`config.mk`:
```
export PLATFORM = sky130hd
export DESIGN_NAME = switchbox_cfg_loader
export DESIGN_NICKNAME = d
export VERILOG_FILES = /design/src/rtl/switchbox_cfg_loader.sv
export SDC_FILE = /design/constraint.sdc
export NUM_CORES = 1
export LEC_CHECK = 0
export ABC_AREA = 0
export CAP_MARGIN = 0
export CELL_PAD_IN_SITES_DETAIL_PLACEMENT = 1
export CELL_PAD_IN_SITES_GLOBAL_PLACEMENT = 2
export CORE_ASPECT_RATIO = 0.5
export CORE_MARGIN = 1.5
export CORE_UTILIZATION = 33
export DETAILED_ROUTE_END_ITERATION = 12
export GPL_ROUTABILITY_DRIVEN = 0
export GPL_TIMING_DRIVEN = 0
export MAX_ROUTING_LAYER = met4
export PLACE_DENSITY = 0.86
export SLEW_MARGIN = 20
export SYNTH_ARGS = -nofsm -noshare
export SYNTH_HDL_FRONTEND = slang
export SYNTH_SLANG_ARGS = --single-unit
```
`constraint.sdc`:
```
create_clock -name clk -period 4.2 [get_ports clk]
set_input_delay 0.84 -clock clk [delete_from_list [all_inputs] [get_ports clk]]
set_output_delay 0.84 -clock clk [all_outputs]
set_load 0.05 [all_outputs]
```
`src/rtl/switchbox_cfg_loader.sv`:
```
// Bit-serial route-configuration loader: shadow-loads addressed route entries, commits atomically.
// Build option: define CFG_PARITY_EN for a 12th even-parity bit per frame.
module switchbox_cfg_loader #(
  parameter int unsigned N_TB  = 5,
  parameter int unsigned N_LR  = 4,
  parameter int unsigned ENT_W = 6
) (
  input  logic                                 clk,
  input  logic                                 rst,
  input  logic                                 cfg_start,
  input  logic                                 cfg_bit,
  input  logic                                 cfg_valid,
  output logic                                 cfg_ready,
  output logic                                 busy,
  output logic                                 done,
  output logic                                 err,
  output logic [(2*N_TB+2*N_LR)*ENT_W-1:0]     route_active
);

  localparam int unsigned NumEnt = 2 * N_TB + 2 * N_LR;
  localparam int unsigned RouteW = NumEnt * ENT_W;
  localparam int unsigned AddrW  = 5;
`ifdef CFG_PARITY_EN
  localparam int unsigned FrameW = AddrW + ENT_W + 1;
`else
  localparam int unsigned FrameW = AddrW + ENT_W;
`endif
  localparam logic [3:0]       LastBit = 4'(FrameW - 1);
  localparam logic [AddrW-1:0] AddrEnd = 5'd31;

  typedef enum logic [1:0] {StIdle, StLoad, StCommit} state_e;

  state_e              state_q, state_d;
  logic [3:0]          cnt_q, cnt_d;
  logic [FrameW-1:0]   frame_q, frame_d;
  logic [RouteW-1:0]   shadow_q, shadow_d;
  logic [RouteW-1:0]   active_q, active_d;
  logic                err_q, err_d;
  logic                done_q, done_d;

  logic [FrameW-1:0]   full;
  logic [AddrW-1:0]    addr;
  logic [ENT_W-1:0]    data;
  logic                parity_ok;

  // Side codes: 1 top, 2 right, 3 bottom, 4 left. Address blocks: top, bottom, left, right.
  function automatic logic entry_legal(input logic [AddrW-1:0] a_in, input logic [ENT_W-1:0] ent);
    logic [2:0]  side;
    int unsigned idx, a, own_side, own_idx;
    logic        ok;
    side = ent[2:0];
    idx  = 32'(ent[5:3]);
    a    = 32'(a_in);
    if (a < N_TB) begin
      own_side = 1; own_idx = a;
    end else if (a < 2 * N_TB) begin
      own_side = 3; own_idx = a - N_TB;
    end else if (a < 2 * N_TB + N_LR) begin
      own_side = 4; own_idx = a - 2 * N_TB;
    end else begin
      own_side = 2; own_idx = a - 2 * N_TB - N_LR;
    end
    case (side)
      3'd0:       ok = 1'b1;
      3'd1, 3'd3: ok = (idx < N_TB);
      3'd2, 3'd4: ok = (idx < N_LR);
      default:    ok = 1'b0;
    endcase
    if (side != 3'd0 && 32'(side) == own_side && idx == own_idx) ok = 1'b0;
    return ok;
  endfunction

  always_comb begin
    state_d  = state_q;
    cnt_d    = cnt_q;
    frame_d  = frame_q;
    shadow_d = shadow_q;
    active_d = active_q;
    err_d    = err_q;
    done_d   = 1'b0;

    full = {frame_q[FrameW-2:0], cfg_bit};
    addr = full[FrameW-1 -: AddrW];
    data = full[FrameW-AddrW-1 -: ENT_W];
`ifdef CFG_PARITY_EN
    parity_ok = ~^full;
`else
    parity_ok = 1'b1;
`endif

    unique case (state_q)
      StIdle: begin
        if (cfg_start) begin
          shadow_d = active_q;
          err_d    = 1'b0;
          cnt_d    = 4'd0;
          state_d  = StLoad;
        end
      end
      StLoad: begin
        if (cfg_valid) begin
          frame_d = full;
          if (cnt_q == LastBit) begin
            cnt_d = 4'd0;
            // A frame with bad parity is dropped whole, even an end marker.
            if (!parity_ok) begin
              err_d = 1'b1;
            end else if (addr == AddrEnd) begin
              state_d = StCommit;
            end else if (32'(addr) < NumEnt && entry_legal(addr, data)) begin
              for (int unsigned k = 0; k < NumEnt; k++) begin
                if (addr == 5'(k)) shadow_d[k*ENT_W +: ENT_W] = data;
              end
            end else begin
              err_d = 1'b1;
            end
          end else begin
            cnt_d = cnt_q + 4'd1;
          end
        end
      end
      StCommit: begin
        if (!err_q) active_d = shadow_q;
        done_d  = 1'b1;
        state_d = StIdle;
      end
      default: state_d = StIdle;
    endcase
  end

  always_ff @(posedge clk) begin
    if (rst) begin
      state_q  <= StIdle;
      cnt_q    <= 4'd0;
      frame_q  <= '0;
      shadow_q <= '0;
      active_q <= '0;
      err_q    <= 1'b0;
      done_q   <= 1'b0;
    end else begin
      state_q  <= state_d;
      cnt_q    <= cnt_d;
      frame_q  <= frame_d;
      shadow_q <= shadow_d;
      active_q <= active_d;
      err_q    <= err_d;
      done_q   <= done_d;
    end
  end

  assign cfg_ready    = (state_q == StLoad);
  assign busy         = (state_q != StIdle);
  assign done         = done_q;
  assign err          = err_q;
  assign route_active = active_q;

endmodule

```
### Word-level counts from Yosys, hierarchy flattened

Index checks and enable logic that the tools add are counted.

* $add $sub $neg: 4
* magnitude comparators: 6
* equality and inequality tests: 52
* mux-type cells: 60
* bitwise gates (word level): 1
* reductions and logical operators: 34

Operators by type and width (count)
* $mux W108: 5
* $mux W32: 11
* $pmux W108 S2: 1
* $reduce_and A7 Y1: 18
* $mux W6: 18
* $eq A3 B32 Y1: 2
* $ne A2 B1 Y1 const B: 21
* $eq A5 B4 Y1 const B: 8
* $eq A5 B3 Y1 const B: 4
* $eq A5 B5 Y1 const B: 3
* $mux W4: 3
* $mux W1: 11
* $eq A5 B2 Y1 const B: 2
* $lt A5 B4 Y1 const B: 2
* $mux W3: 3
* $mux W2: 4
* $ne A2 B2 Y1 const B: 4
* $pmux W4 S2: 1
* $sub A6 B4 Y7 const B: 1
* $eq A3 B2 Y1 const B: 2
* $lt A3 B3 Y1 const B: 2
* $reduce_and A6 Y1: 1
* $sub A5 B3 Y6 const B: 1
* $sub A5 B4 Y6 const B: 1
* other kinds (23): 28

* bits in registers: 234
* output and inout bits: 112
* word-level logic and storage cells: 181

### Longest topological paths before layout

Gate-level depths: netlist (run 1).

* word-level depth: 22
* mapped depth: 15
* mapped depth without buffers: 10

### Least setup slack after synthesis (run 1)

No wires, ideal clock.

* kind: reg-to-reg
* start point: register frame_q[7]
* end point: register shadow_q[66]
* data arrival time: 3342 ps
* required time: 4077 ps
* path slack: 735 ps
* stages on the path, launching flop included: 14
* buffers on the path: 3
* period minus slack after synthesis: 3465 ps
* path through: dfxtp_1 -> buf_4 -> clkbuf_1 -> inv_1 -> ha_1 -> xor2_1 -> ha_1 -> a21oi_1 -> o32ai_1 -> or4_1 -> or3_1 -> buf_4 -> a31oi_4 -> mux2_1

* longest elaborated chain between the ends: 19
* elaborated cells between the ends (all ways): 37
* those cells by class: add/sub: 3; order compare: 4; eq/ne: 7; mux: 19; reduce/logical: 4

Ends and longest elaborated chain
* from (decl): line 35 `logic [FrameW-1:0] frame_q, frame_d;`
* from (signal assigned): line 143 `frame_q <= frame_d;`
* $sub A5 B4 Y6 or $lt A5 B4 Y1 (tied branches): line 59, 61, 58
* $sub A6 B4 Y7 or $mux W3 (tied branches): line 61, 58
* $mux W32 or $mux W3 (tied branches): line 58, 56
* $mux W32 or $mux W3 (tied branches): line 56, 54
* $mux W32 (on tied branches): line 54, 108
* $mux W32 (on tied branches): line 108, 103
* $mux W32 (on tied branches): line 103, 101
* $mux W32 (on tied branches): line 101, 91
* [3 not listed]
* $mux W1: line 69 `if (side != 3'd0 && 32'(side) == own_side && idx == own_idx) ok = 1'b0;`
* $mux W1: line 108 `end else if (addr == AddrEnd) begin`
* $mux W1: line 103 `if (cnt_q == LastBit) begin`
* $mux W1: line 101 `if (cfg_valid) begin`
* $mux W1: line 91 `unique case (state_q)`
* $logic_and A1 B1 Y1: line 110 `end else if (32'(addr) < NumEnt && entry_legal(addr, data)) begin`
* $ne A2 B1 Y1 (no source line)
* $reduce_and A7 Y1 (no source line) (*)
* to (signal assigned): line 144 `shadow_q <= shadow_d;`
* to (decl): line 36 `logic [RouteW-1:0] shadow_q, shadow_d;`

Every way passes the cells marked *; elsewhere a longest branch is shown, timed or not. The select of a mux whose other input is x is not followed.
A chain may end at the register's enable or synchronous reset.

### Final worst setup path (run 1)

* start point: register frame_q[6]
* end point: register shadow_q[38]

Same word-level chain as after synthesis.

==> results.json, run 1 <==
{
  "status": "completed",
  "max-cap-violations": 0,
  "period_share_pct": 96.3,
  "worst-endpoint-required_ps": 4600,
  "syn-num-nets": 1242,
  "synth.area.top_cells": "dfxtp_1 46%, a211oi_1 13%, a21oi_1 12%",
  "track_usage_pct": 26.1,
  "synth_top_area_cell": "dfxtp_1",
  "core_area_um2": 30200,
  "finClkSkew_ps": 17.4,
  "numCtsBuffers": 24,
  "ys.flop_type": "dfxtp_1",
  "ys_types": 53,
  "synthArstFlopShare_pct": 0,
  "worstMarginPinSlew_ps": 1230,
  "drt-total-wl_um": 40900,
  "r2r_setup_slack_ps": 150,
  "yosys_warnings": 0,
  "pre_cts_ws_ps": -159,
  "r2r_start": "frame_q[6]",
  "hold_path_end": "route_active[88]",
  "drc": 0,
  "hpwl_um": 28700,
  "hold_depth": 2,
  "die_w_um": 250,
  "rr_endpoint": "shadow_q[38]",
  "cts_tree": "yes",
  "synth_area_um2": 10100,
  "viasPerCell": 5.78,
  "cts-root-buf": "clkbuf_16",
  "cp-end-kind": "flip-flop",
  "ioPinCount": 117,
  "powerDensity_nw_per_um2": 412,
  "cp.arrival_ps": 4450,
  "clk_pin_slew_worst_paths_ps": 70,
  "htree_levels": 1,
  "die_h_um": 127,
  "ys_seq_area_share_pct": 46.4,
  "final.min_clock_period_ps": 4050,
  "io_buffer_count": 116,
  "utilization_pct": 41.7,
  "wl_per_cell_um": 22.9,
  "die-area_um2": 31700,
  "grt_pass1_vias": 10900,
  "finalHoldViolCount": 0,
  "drt-initial-drc-count": 649,
  "slew_violations": 0,
  "path_max_fanout": 10,
  "hold_class": "flip-flop to flip-flop",
  "ant_nets": 0,
  "vias": 10300,
  "rows": 45,
  "yosys-top-cells-count": "240 x a21oi_1, 234 x dfxtp_1, 233 x nand2_1, 181 x a211oi_1, 89 x clkbuf_1",
  "clkSinkCount": 234,
  "fin_ws_ps": 154,
  "clk_latency_ps": 550,
  "start_util_pct": 33.4,
  "max_freq_ghz": 0.247,
  "drive_gt1_share_pct": 5.26,
  "final_nets": 1388,
  "synthCells": 1225,
  "syn_to_final_growth_pct": 24.9,
  "maxSlewHeadroom_pct": 17.5,
  "vdd_ir_drop_max_mv": 0.324,
  "synth_top_area_share_pct": 46.4,
  "rsz0062_at_grt": "false",
  "first_pass_iters": 5,
  "p_leak_nw": 4.09,
  "setup_violations": 0,
  "rr_worst_depth": 13,
  "dpl.cell_count": 1745,
  "antenna_cells": 0,
  "yosys.cell_count.top_type": "a21oi_1",
  "syn_avg_cell_area_um2": 8.24,
  "hold_ws_ps": 452,
  "hp-start": "shadow_q[88]",
  "stdcell_count": 1786,
  "grt_remaining_overflow": 0,
  "cts_setup_buffers": 0,
  "synth-edff-count": 0,
  "cts_buffer_depth": 3,
  "crit_type": "flip-flop to flip-flop",
  "grt_max_degree": 20,
  "critPathLaunchType": "flip-flop",
  "antenna_found_initial": 0,
  "ys_seq_elements": 234,
  "grt_pass1_wl_um": 62800
}
kinds of logic after synthesis:
kind of cell,after synthesis,share of synthesized area (%)
mux,14,1.47
buf+inv,122,5.11
compound gates,490,30.7
fa+ha+maj,12,1.49
simple gates,351,14.6
flops,234,46.4
xor+xnor,2,0.174
per-layer routing:
layer | share of wire [%] | routed length (um) | up-vias | GRT usage [%]
li1 | - | - | 4709 | -
met1 | 46 | 18700 | 5207 | 34.1
met2 | 47 | 19100 | 343 | 42.3
met3 | 5.7 | 2340 | 56 | 4.15
met4 | 1.8 | 722 | 0 | 6.67
met5 | 0 | 0 | - | -
report_power, final:
group	switching (W)	internal, W
logic	0.000444	0.000192
registers	0.0000691	0.00234
clock network	0.000960	0.00119
total	0.00147	0.00372
layout make-up:
cell class	count	area (um^2)
plain buffers	111	475
clock buffers	33	674
clock inverters	9	93.8
fillers	3526	17600
inverters	10	37.5
multi-input cells	869	4950
flip-flops and latches	234	4680
well taps	399	499
repair buffers	121	1200
per-stage QoR:
stage | setup TNS (ps) | total power (W) | instance area, um^2
after CTS | 0 | 0.00520 | 12600
after floorplan | 0 | 0.00285 | 10100
after global routing | 0 | 0.00538 | 12600
after detailed placement | -2470 | 0.00307 | 11800
final | 0 | 0.00519 | 12600
after global placement | -7120 | 0.00303 | 11800
worst max-delay path: stages, from the launching register on:
cell and delay (ps):
dfxtp_1 530, buf_4 260, inv_2 110, ha_1 310, xor2_1 170, ha_1 220
a21oi_1 190, o32ai_1 100, or4_1 600, or3_1 420, buf_4 210, buf_1 280
a211oi_1 390, a211oi_1 100
timing repair:
action	CTS	global route
setup endpoints to repair	70	3
hold buffers	0	0
pin swaps	0	0
gates cloned	0	0
gates resized for setup	0	1
flip-flops by register name, summed over array words and instances (netlist names):
name / flops
frame_q: 10
err: 1
shadow_q: 108
cnt_q: 4
route_active: 108
done: 1
state_q: 2
placed cells by master (no fill, tap or decap), types with 13 or more instances in the layout:
cell type / synthesis / routed
a211oi_1: 181 / 181
a21o_1: 17 / 17
clkbuf_16: 0 / 24
clkdlybuf4s50_1: 0 / 116
o21a_1: 13 / 13
nand2_1: 233 / 233
clkbuf_1: 89 / 93
nor2_1: 49 / 49
dfxtp_1: 234 / 234
a21oi_1: 240 / 240
worst max path at each step:
stage / startpoint / end / slack, ps / depth (start not counted)
detailed placement: frame_q[7] / shadow_q[59] / -160 / 14
global placement: cfg_valid / shadow_q[47] / -440 / 8
finish: frame_q[6] / shadow_q[38] / 150 / 13
CTS: frame_q[6] / shadow_q[59] / 180 / 13
floorplan: frame_q[7] / shadow_q[66] / 730 / 13
global route: frame_q[6] / shadow_q[43] / 10 / 13
Power figures use the tool's default switching activity.
==> run 2: changes to the inputs <==
==> constraint.sdc (replaced) <==
create_clock -name clk -period 4.4 [get_ports clk]
set_input_delay 0.88 -clock clk [delete_from_list [all_inputs] [get_ports clk]]
set_output_delay 0.88 -clock clk [all_outputs]
set_load 0.05 [all_outputs]
==> results.json, run 2 (synthesis gave the netlist of run 1 again) <==
{
  "hold_depth": 2,
  "grt_max_degree": 15,
  "crit_type": "flip-flop to flip-flop",
  "first_pass_iters": 7,
  "cp.arrival_ps": 4460,
  "status": "completed",
  "slowest_delay_ps": 590,
  "vias": 10300,
  "worst-endpoint-required_ps": 4800,
  "setup_violations": 0,
  "cts_buffer_depth": 3,
  "utilization_pct": 41.7,
  "rsz0062_at_grt": "false",
  "hp-start": "shadow_q[88]",
  "dpl.cell_count": 1745,
  "grt_pass1_wl_um": 62900,
  "maxSlewHeadroom_pct": 15.8,
  "worstMarginPinSlew_ps": 1250,
  "hold_buffers": 0,
  "io_buffer_count": 116,
  "core_area_um2": 30200,
  "track_usage_pct": 26.1,
  "viasPerCell": 5.79,
  "final_common_cell": "a21oi_1",
  "r2r_setup_slack_ps": 330,
  "rr_worst_depth": 13,
  "max-cap-violations": 0,
  "drive_gt1_share_pct": 5.19,
  "hold_path_end": "route_active[88]",
  "cts_resized": 0,
  "numCtsBuffers": 24,
  "period_share_pct": 92.4,
  "die-area_um2": 31700,
  "die_h_um": 127,
  "finalHoldViolCount": 0,
  "grt_pass1_vias": 10900,
  "p_leak_nw": 4.09,
  "hold_class": "flip-flop to flip-flop",
  "cts_setup_buffers": 0,
  "mostFrequentLayoutCells": "240 x a21oi_1, 234 x dfxtp_1, 233 x nand2_1, 181 x a211oi_1, 116 x clkdlybuf4s50_1",
  "critPathTopFamily": "simple AND/OR/NAND/NOR gates",
  "grt_remaining_overflow": 0,
  "worst-path-buf-inv": 4,
  "pre_cts_ws_ps": 40.6,
  "start_util_pct": 33.4,
  "stdcell_count": 1786,
  "drc": 0,
  "r2r_start": "frame_q[6]",
  "antenna_cells": 0,
  "finClkSkew_ps": 22.1,
  "final.min_clock_period_ps": 4070,
  "ant_nets": 0,
  "clk_latency_ps": 550,
  "hpwl_um": 28700,
  "clk_pin_slew_worst_paths_ps": 70,
  "wl_per_cell_um": 22.9,
  "vdd_ir_drop_max_mv": 0.309,
  "cts_tree": "yes",
  "powerDensity_nw_per_um2": 393,
  "path_max_fanout": 10,
  "htree_levels": 1,
  "fin_ws_ps": 334,
  "critPathLaunchType": "flip-flop",
  "cts-root-buf": "clkbuf_16",
  "worst_path_max_delay_cell": "or4_1",
  "die_w_um": 250,
  "syn_to_final_growth_pct": 24.9,
  "hold_ws_ps": 452,
  "max_freq_ghz": 0.246,
  "slew_violations": 0,
  "rr_endpoint": "shadow_q[59]",
  "drt-initial-drc-count": 658,
  "final_nets": 1388,
  "total_power_w": 0.00495,
  "antenna_found_initial": 0,
  "clkSinkCount": 234,
  "ioPinCount": 117,
  "drt-total-wl_um": 40800,
  "rows": 45,
  "crit_chain": "buf_4 > inv_2 > ha_1 > xor2_1 > ha_1 > a21oi_1 > o32ai_1 > or4_1 > or3_1 > buf_4 > buf_1 > a211oi_1 > a211oi_1",
  "cp-end-kind": "flip-flop"
}
[run 2: cell types whose count changed in the layout (fill, tap and decap cells not counted), sizes merged]
cell    previous run  this run
clkbuf           122       121
buf               27        28
[run 2: through the flow]
| step | area [um^2] | setup TNS (ps) |
|---|---|---|
| after floorplan | 10100 | 0 |
| after global placement | 11800 | -3740 |
| after detailed placement | 11800 | 0 |
| after CTS | 12600 | 0 |
| after global routing | 12600 | 0 |
| final | 12600 | 0 |
[run 2: area by class of cell]
type	instances	area (um^2)
Buffer	111	474
Clock buffer	33	674
Clock inverter	9	93.8
Fill cell	3527	17600
Inverter	10	37.5
Multi-Input combinational cell	869	4950
Sequential cell	234	4680
Tap cell	399	499
Timing Repair Buffer	121	1200
[run 2: where the power goes]
group,internal [W],leakage [nW],switching (W)
Clock,0.00114,0.372,0.000916
Sequential,0.00223,1.90,0.0000656
Combinational,0.000183,1.82,0.000423
Total,0.00355,4.09,0.00140
[run 2: worst max path at each step]
stage                     startpoint            to  slack, ps  depth (start not counted)
after floorplan           frame_q[7]  shadow_q[66]        930                         13
after global placement     cfg_valid  shadow_q[47]       -280                          8
after detailed placement  frame_q[7]  shadow_q[59]         40                         14
after CTS                 frame_q[7]  shadow_q[59]         30                         14
after global routing      frame_q[6]  shadow_q[77]        190                         13
final                     frame_q[6]  shadow_q[59]        330                         13
[run 2: worst register-to-register path, cell delays in order, from the launching register on]
cell and delay [ps]:
dfxtp_1 540, buf_4 260, inv_2 120, ha_1 310
xor2_1 170, ha_1 220, a21oi_1 190, o32ai_1 110
or4_1 590, or3_1 420, buf_4 210, buf_1 360
a211oi_1 340, a211oi_1 100
[run 2: per-layer routing]
layer	global-route usage [%]	vias up	share of wire [%]
met5	-	-	0
met4	6.74	0	2.0
met3	4.27	71	6.1
met2	42.3	333	47
met1	34.1	5218	45
li1	-	4715	-
